===== src/rtl/sort_result_serializer.sv =====
// -----------------------------------------------------------------------------
// sort_result_serializer
//
// Purpose:
//   Consumer of the bitonic sorter output. Each sorted frame of DEPTH words
//   arrives as a one-cycle in_valid pulse. It is captured into a two-slot
//   frame buffer and streamed out one word per beat, smallest element first,
//   over a valid/ready interface with last/index sideband. The two slots let
//   the sorter fire back-to-back while the sink stalls. A frame that arrives
//   while both slots are occupied is dropped, and the sticky overflow flag is
//   set.
//
// Ports:
//   clk           system clock; all state updates on the rising edge
//   rst           asynchronous active-low reset; clears all state
//   in_valid      one-cycle pulse; in_data holds a complete sorted frame
//   in_data       sorted frame [0:DEPTH-1]; element 0 is the smallest
//   out_data      current element of the head frame (0 when idle)
//   out_valid     out_data is valid
//   out_ready     sink accepts the beat when out_valid & out_ready
//   out_last      current beat is element DEPTH-1 of its frame
//   out_idx       index of the current element within its frame
//   overflow      sticky; at least one frame was dropped
//   clr_overflow  synchronous clear of overflow (a same-cycle drop wins)
//   busy          at least one frame is buffered
// -----------------------------------------------------------------------------
module sort_result_serializer #(
    parameter int unsigned WIDTH = 32,
    parameter int unsigned DEPTH = 8
) (
    input  logic                       clk,
    input  logic                       rst,
    input  logic                       in_valid,
    input  logic [WIDTH-1:0]           in_data [0:DEPTH-1],
    output logic [WIDTH-1:0]           out_data,
    output logic                       out_valid,
    input  logic                       out_ready,
    output logic                       out_last,
    output logic [$clog2(DEPTH)-1:0]   out_idx,
    output logic                       overflow,
    input  logic                       clr_overflow,
    output logic                       busy
);

    localparam int unsigned IDX_W   = $clog2(DEPTH);
    localparam int unsigned CNT_W   = 2;
    localparam int unsigned N_SLOTS = 2;

    // Frame storage; not reset, because contents are only observed while
    // count != 0.
    logic [WIDTH-1:0] slot_mem [0:N_SLOTS-1][0:DEPTH-1];

    // Registered state
    logic [CNT_W-1:0] count;
    logic             wr_ptr;
    logic             rd_ptr;
    logic [IDX_W-1:0] elem_idx;
    logic             overflow_q;

    // Next-state values
    logic [CNT_W-1:0] count_nxt;
    logic             wr_ptr_nxt;
    logic             rd_ptr_nxt;
    logic [IDX_W-1:0] elem_idx_nxt;
    logic             overflow_nxt;

    // Handshake and decision terms
    logic valid_int;
    logic last_int;
    logic beat;
    logic frame_done;
    logic accept;
    logic drop;

    // Output valid and last are decoded from registered state only, so there
    // is no combinational path from in_valid to the output side.
    assign valid_int  = (count != CNT_W'(0));
    assign last_int   = valid_int && (elem_idx == IDX_W'(DEPTH - 1));
    assign beat       = valid_int && out_ready;
    assign frame_done = beat && last_int;

    // A full buffer can still accept a frame on the cycle it frees a slot.
    // In that case wr_ptr == rd_ptr, so the new frame lands in the freed slot.
    assign accept = in_valid && ((count < CNT_W'(N_SLOTS)) || frame_done);
    assign drop   = in_valid && !accept;

    // State register
    always_ff @(posedge clk or negedge rst) begin
        if (!rst) begin
            count      <= '0;
            wr_ptr     <= 1'b0;
            rd_ptr     <= 1'b0;
            elem_idx   <= '0;
            overflow_q <= 1'b0;
        end else begin
            count      <= count_nxt;
            wr_ptr     <= wr_ptr_nxt;
            rd_ptr     <= rd_ptr_nxt;
            elem_idx   <= elem_idx_nxt;
            overflow_q <= overflow_nxt;
        end
    end

    // Frame capture into the slot selected by wr_ptr
    always_ff @(posedge clk) begin
        if (accept) begin
            for (int i = 0; i < int'(DEPTH); i++) begin
                slot_mem[wr_ptr][i] <= in_data[i];
            end
        end
    end

    // Next-state logic
    always_comb begin
        count_nxt    = count;
        wr_ptr_nxt   = wr_ptr;
        rd_ptr_nxt   = rd_ptr;
        elem_idx_nxt = elem_idx;
        overflow_nxt = overflow_q;

        if (accept) begin
            wr_ptr_nxt = ~wr_ptr;
        end

        // Occupancy: a fill and a drain in the same cycle cancel out.
        if (accept && !frame_done) begin
            count_nxt = count + CNT_W'(1);
        end else if (frame_done && !accept) begin
            count_nxt = count - CNT_W'(1);
        end

        // Read side: step through the head frame; wrap to the next slot on last.
        if (frame_done) begin
            elem_idx_nxt = '0;
            rd_ptr_nxt   = ~rd_ptr;
        end else if (beat) begin
            elem_idx_nxt = elem_idx + IDX_W'(1);
        end

        // Sticky drop flag; a drop beats a same-cycle clear.
        if (drop) begin
            overflow_nxt = 1'b1;
        end else if (clr_overflow) begin
            overflow_nxt = 1'b0;
        end
    end

    // Output decode; out_data is forced to zero while idle, so that reset
    // leaves every output at 0 even though slot storage is not cleared.
    always_comb begin
        out_valid = valid_int;
        out_last  = last_int;
        out_idx   = elem_idx;
        out_data  = '0;
        if (valid_int) begin
            out_data = slot_mem[rd_ptr][elem_idx];
        end
        overflow  = overflow_q;
        busy      = valid_int;
    end

endmodule


===== config.mk =====
export PLATFORM = sky130hd
export DESIGN_NAME = sort_result_serializer
export DESIGN_NICKNAME = d
export VERILOG_FILES = /design/src/rtl/sort_result_serializer.sv
export SDC_FILE = /design/constraint.sdc
export NUM_CORES = 1
export LEC_CHECK = 0
export CAP_MARGIN = 25
export CORE_MARGIN = 5
export CORE_UTILIZATION = 30
export DETAILED_ROUTE_END_ITERATION = 10
export DONT_BUFFER_PORTS = 1
export GPL_TIMING_DRIVEN = 0
export HOLD_SLACK_MARGIN = 0.02
export PLACE_DENSITY_LB_ADDON = 0.1
export SKIP_LAST_GASP = 1
export SLEW_MARGIN = 10
export SYNTH_ARGS = -nofsm -noshare
export SYNTH_HDL_FRONTEND = slang
export SYNTH_SLANG_ARGS = --single-unit

===== constraint.sdc =====
create_clock -name clk -period 37 [get_ports clk]
set_clock_uncertainty 0.1 [all_clocks]
set_input_delay 7.4 -clock clk [delete_from_list [all_inputs] [get_ports clk]]
set_output_delay 7.4 -clock clk [all_outputs]
set_load 0.02 [all_outputs]

==> flow_summary.yaml <==
detailed_routing:
  viasPerCell: 4.80
  route.detailed.drc: 0
  drt-initial-drc-count: 616
  ant_nets: 0
  dr.pass1.iters: 4
  wirelength_mm: 60.9
  wl_met2_mm: 30.0
  top_layer: "met5"
  wl_per_cell_um: 28.8
  num_vias: 10100
  drt-met1-wl_mm: 24.2
  met3_length_mm: 5.44
sta:
  maxSlewHeadroom_pct: 25.6
  fin_setup_tns_ps: 0
  final_max_slew_viol_count: 0
  hold_viol: 0
  hold_slack_ps: 454
  post-route-min-period_ps: 10940
  timing.fmax_ghz: 0.0914
  tightest_slew_ps: 1120
  setup_slack_ps: 26060
  min_period_over_period_pct: 29.6
  rsz0062_at_grt: "no"
  setup_viol: 0
power:
  power_density_mw_per_mm2: 88.6
  finalPower_mw: 2.10
  switching_power_uw: 764
  ir_drop_v: 0.0000385
  pwr-share-clk_pct: 27.2
  p_int_mw: 1.34
  switching_share_pct: 36.3
  p_leak_nw: 8.05
  combPwrFrac_pct: 34.5
  seqPwrFrac_pct: 38.3
critical_path:
  startpoint_type: "flip-flop"
  cp_data_required_time_ps: 29500
  r2r-end: "slot_mem[0][85]$_DFFE_PP_"
  cp_num_buf_inv: 1
  worstSetupPathType: "flip-flop to output port"
  crit_path_max_fanout: 10
  cp-end-kind: "output port"
  max_stage_delay_ps: 720
  worstSetupPathDepth: 5
  reg2reg_from: "out_idx[0]$_DFFE_PN0P_"
  reg2regPathDepth: 10
  crit_path_start: "out_idx[0]$_DFFE_PN0P_"
  cp_cell_sequence: "nor2_2, clkbuf_1, a22oi_1, nand2_1, o22ai_1"
  critPathArrivalTime_ps: 3440
  cp_top_family: "simple AND/OR/NAND/NOR gates"
  rrSetupSlack_ps: 33620
  critPathCapture: "out_data[17]"
  worst_path_max_delay_cell: "clkbuf_1"
placed_design:
  gp_congestion: 0.730
  place_area_sq_mm: 0.0218
  dp_slack_ps: 26560
  place_inst: 1995
  dpl.hpwl_mm: 43.1
  port-buffer-count: 0
yosys:
  mappedNetlistArea_sq_mm: 0.0203
  syn_nets: 1365
  synth.top_cell.area_share_pct: 75.9
  seq_area_frac_synth_pct: 76.9
  syn_area_per_cell_sq_um: 18.4
  yosys_warnings: 0
  postSynthCellCount: 1101
  synth_edf_count: 512
  synthArstFlopShare_pct: 1.54
  synth_seq_cells: 520
  yosysUniqueCellTypes: 27
  ys.flop_type: "edfxtp_1"
  synth_area_leader_cell: "edfxtp_1"
  netlist_top_cells_area: "edfxtp_1 76%, mux2i_1 13%, a22oi_1 4.7%"
global_routing:
  overflow: 0
  grt_pass1_wl_mm: 83.6
  grt_pass1_vias: 10500
  grt_max_degree: 47
  antenna_found_initial: 13
  grt_use_total_pct: 16.2
cts:
  clock_path_buffers: 3
  cts_root_buf: "clkbuf_16"
  post_cts_buffers: 0
  hold_buffers: 0
  cts_resized: 0
  ctsHtreeMaxLevel: 2
  cts-buffers-inserted: 59
  insertion_delay_ps: 620
  clock-sinks: 520
  cts.clk_slew.worst_paths_ps: 60
  cts_tree: "yes"
floorplanning:
  rows: 95
  core_sq_mm: 0.0670
  die_x_um: 270
  die-area_sq_mm: 0.0729
  die_h_um: 270
  initial_core_util_pct: 30.2
  io_pins: 300
finish:
  area_growth_pct: 17.2
  drive_gt1_share_pct: 12.8
  utilization_pct: 35.4
  final_cell_mix: "512 x edfxtp_1, 256 x mux2i_1, 128 x a22oi_1"
  fin_cells: 2114
  final_common_cell: "edfxtp_1"
  nNetsFinal: 1447
  design_area_sq_mm: 0.0237
status:
  status: "completed"
run:
  maxCapViolCount: 0
worst_hold_path:
  hp-class: "flip-flop to flip-flop"
[synth_stat cells, types with 2 or more instances]
cell type,number
edfxtp_1,512
o21ai_0,4
xnor2_1,3
o22ai_1,32
buf_6,8
nand2b_1,2
inv_1,3
buf_4,11
xor2_1,2
a22oi_1,128
nor2_1,3
clkbuf_1,17
buf_8,8
dfrtp_1,8
nand2_1,70
nand3_1,2
buf_2,17
mux2i_1,256
nor2b_1,3
buf_12,3
ha_1,3
[worst min-delay path by stage]
| stage | startpoint | to | slack, ps | cells after the start |
|---|---|---|---|---|
| final | count[1]$_DFFE_PN0P_ | count[1]$_DFFE_PN0P_ | 450 | 1 |
| after floorplan | wr_ptr$_DFFE_PN0N_ | wr_ptr$_DFFE_PN0N_ | 360 | 1 |
| after CTS | count[1]$_DFFE_PN0P_ | count[1]$_DFFE_PN0P_ | 450 | 1 |
| after global routing | count[1]$_DFFE_PN0P_ | count[1]$_DFFE_PN0P_ | 480 | 1 |
| after global placement | wr_ptr$_DFFE_PN0N_ | wr_ptr$_DFFE_PN0N_ | 380 | 1 |
| after detailed placement | count[1]$_DFFE_PN0P_ | count[1]$_DFFE_PN0P_ | 440 | 1 |
[area by class of cell]
type | instances | area, sq um
Fill cell | 6360 | 43300
Sequential cell | 520 | 15600
Inverter | 3 | 11.3
Tap cell | 873 | 1090
Multi-Input combinational cell | 514 | 4190
Clock inverter | 36 | 367
Timing Repair Buffer | 21 | 462
Antenna cell | 14 | 35.0
Buffer | 64 | 502
Clock buffer | 69 | 1510
[metal layers]
metal	vias up	track usage, %
met5	-	0
met4	8	4.38
met3	93	6.64
met2	276	26.9
met1	5144	19.7
li1	4619	-
[state kept, by name, indices dropped and copies added (netlist names)]
signal / cells
rd_ptr: 1
slot_mem: 512
overflow: 1
wr_ptr: 1
count: 2
out_idx: 3
[power groups by stage]
stage / logic [mW] / registers, mW / clock network, mW
3_3_place_gp: 0.711 / 0.898 / 0
3_5_place_dp: 0.747 / 0.819 / 0
5_1_grt: 0.776 / 0.815 / 0.616
4_1_cts: 0.748 / 0.807 / 0.592
6_report: 0.727 / 0.806 / 0.572
2_1_floorplan: 0.443 / 0.856 / 0
[kinds of logic (layout without fill, tap and decap cells)]
family | count (synthesis) | count (layout) | share of synthesized area (%)
AND/OR/NAND/NOR | 85 | 85 | 1.70
buffers and inverters | 67 | 193 | 2.53
XOR/XNOR | 5 | 5 | 0.216
other | 0 | 14 | 0
adder cells (fa/ha/maj) | 3 | 3 | 0.185
multiplexers | 256 | 256 | 12.6
AO/OA/AOI/OAI | 165 | 165 | 5.87
flip-flops | 520 | 520 | 76.9
[worst reg2reg max path, stage by stage, from the launching register on]
cell and delay, ps:
dfrtp_1 670, ha_1 240, ha_1 260, nand2_1 110, nand2_1 100, nand2_1 130, nor2_4 520, buf_16 250
buf_12 220, buf_12 220, buf_12 220
Note: power is estimated with default switching activity, not from simulation.
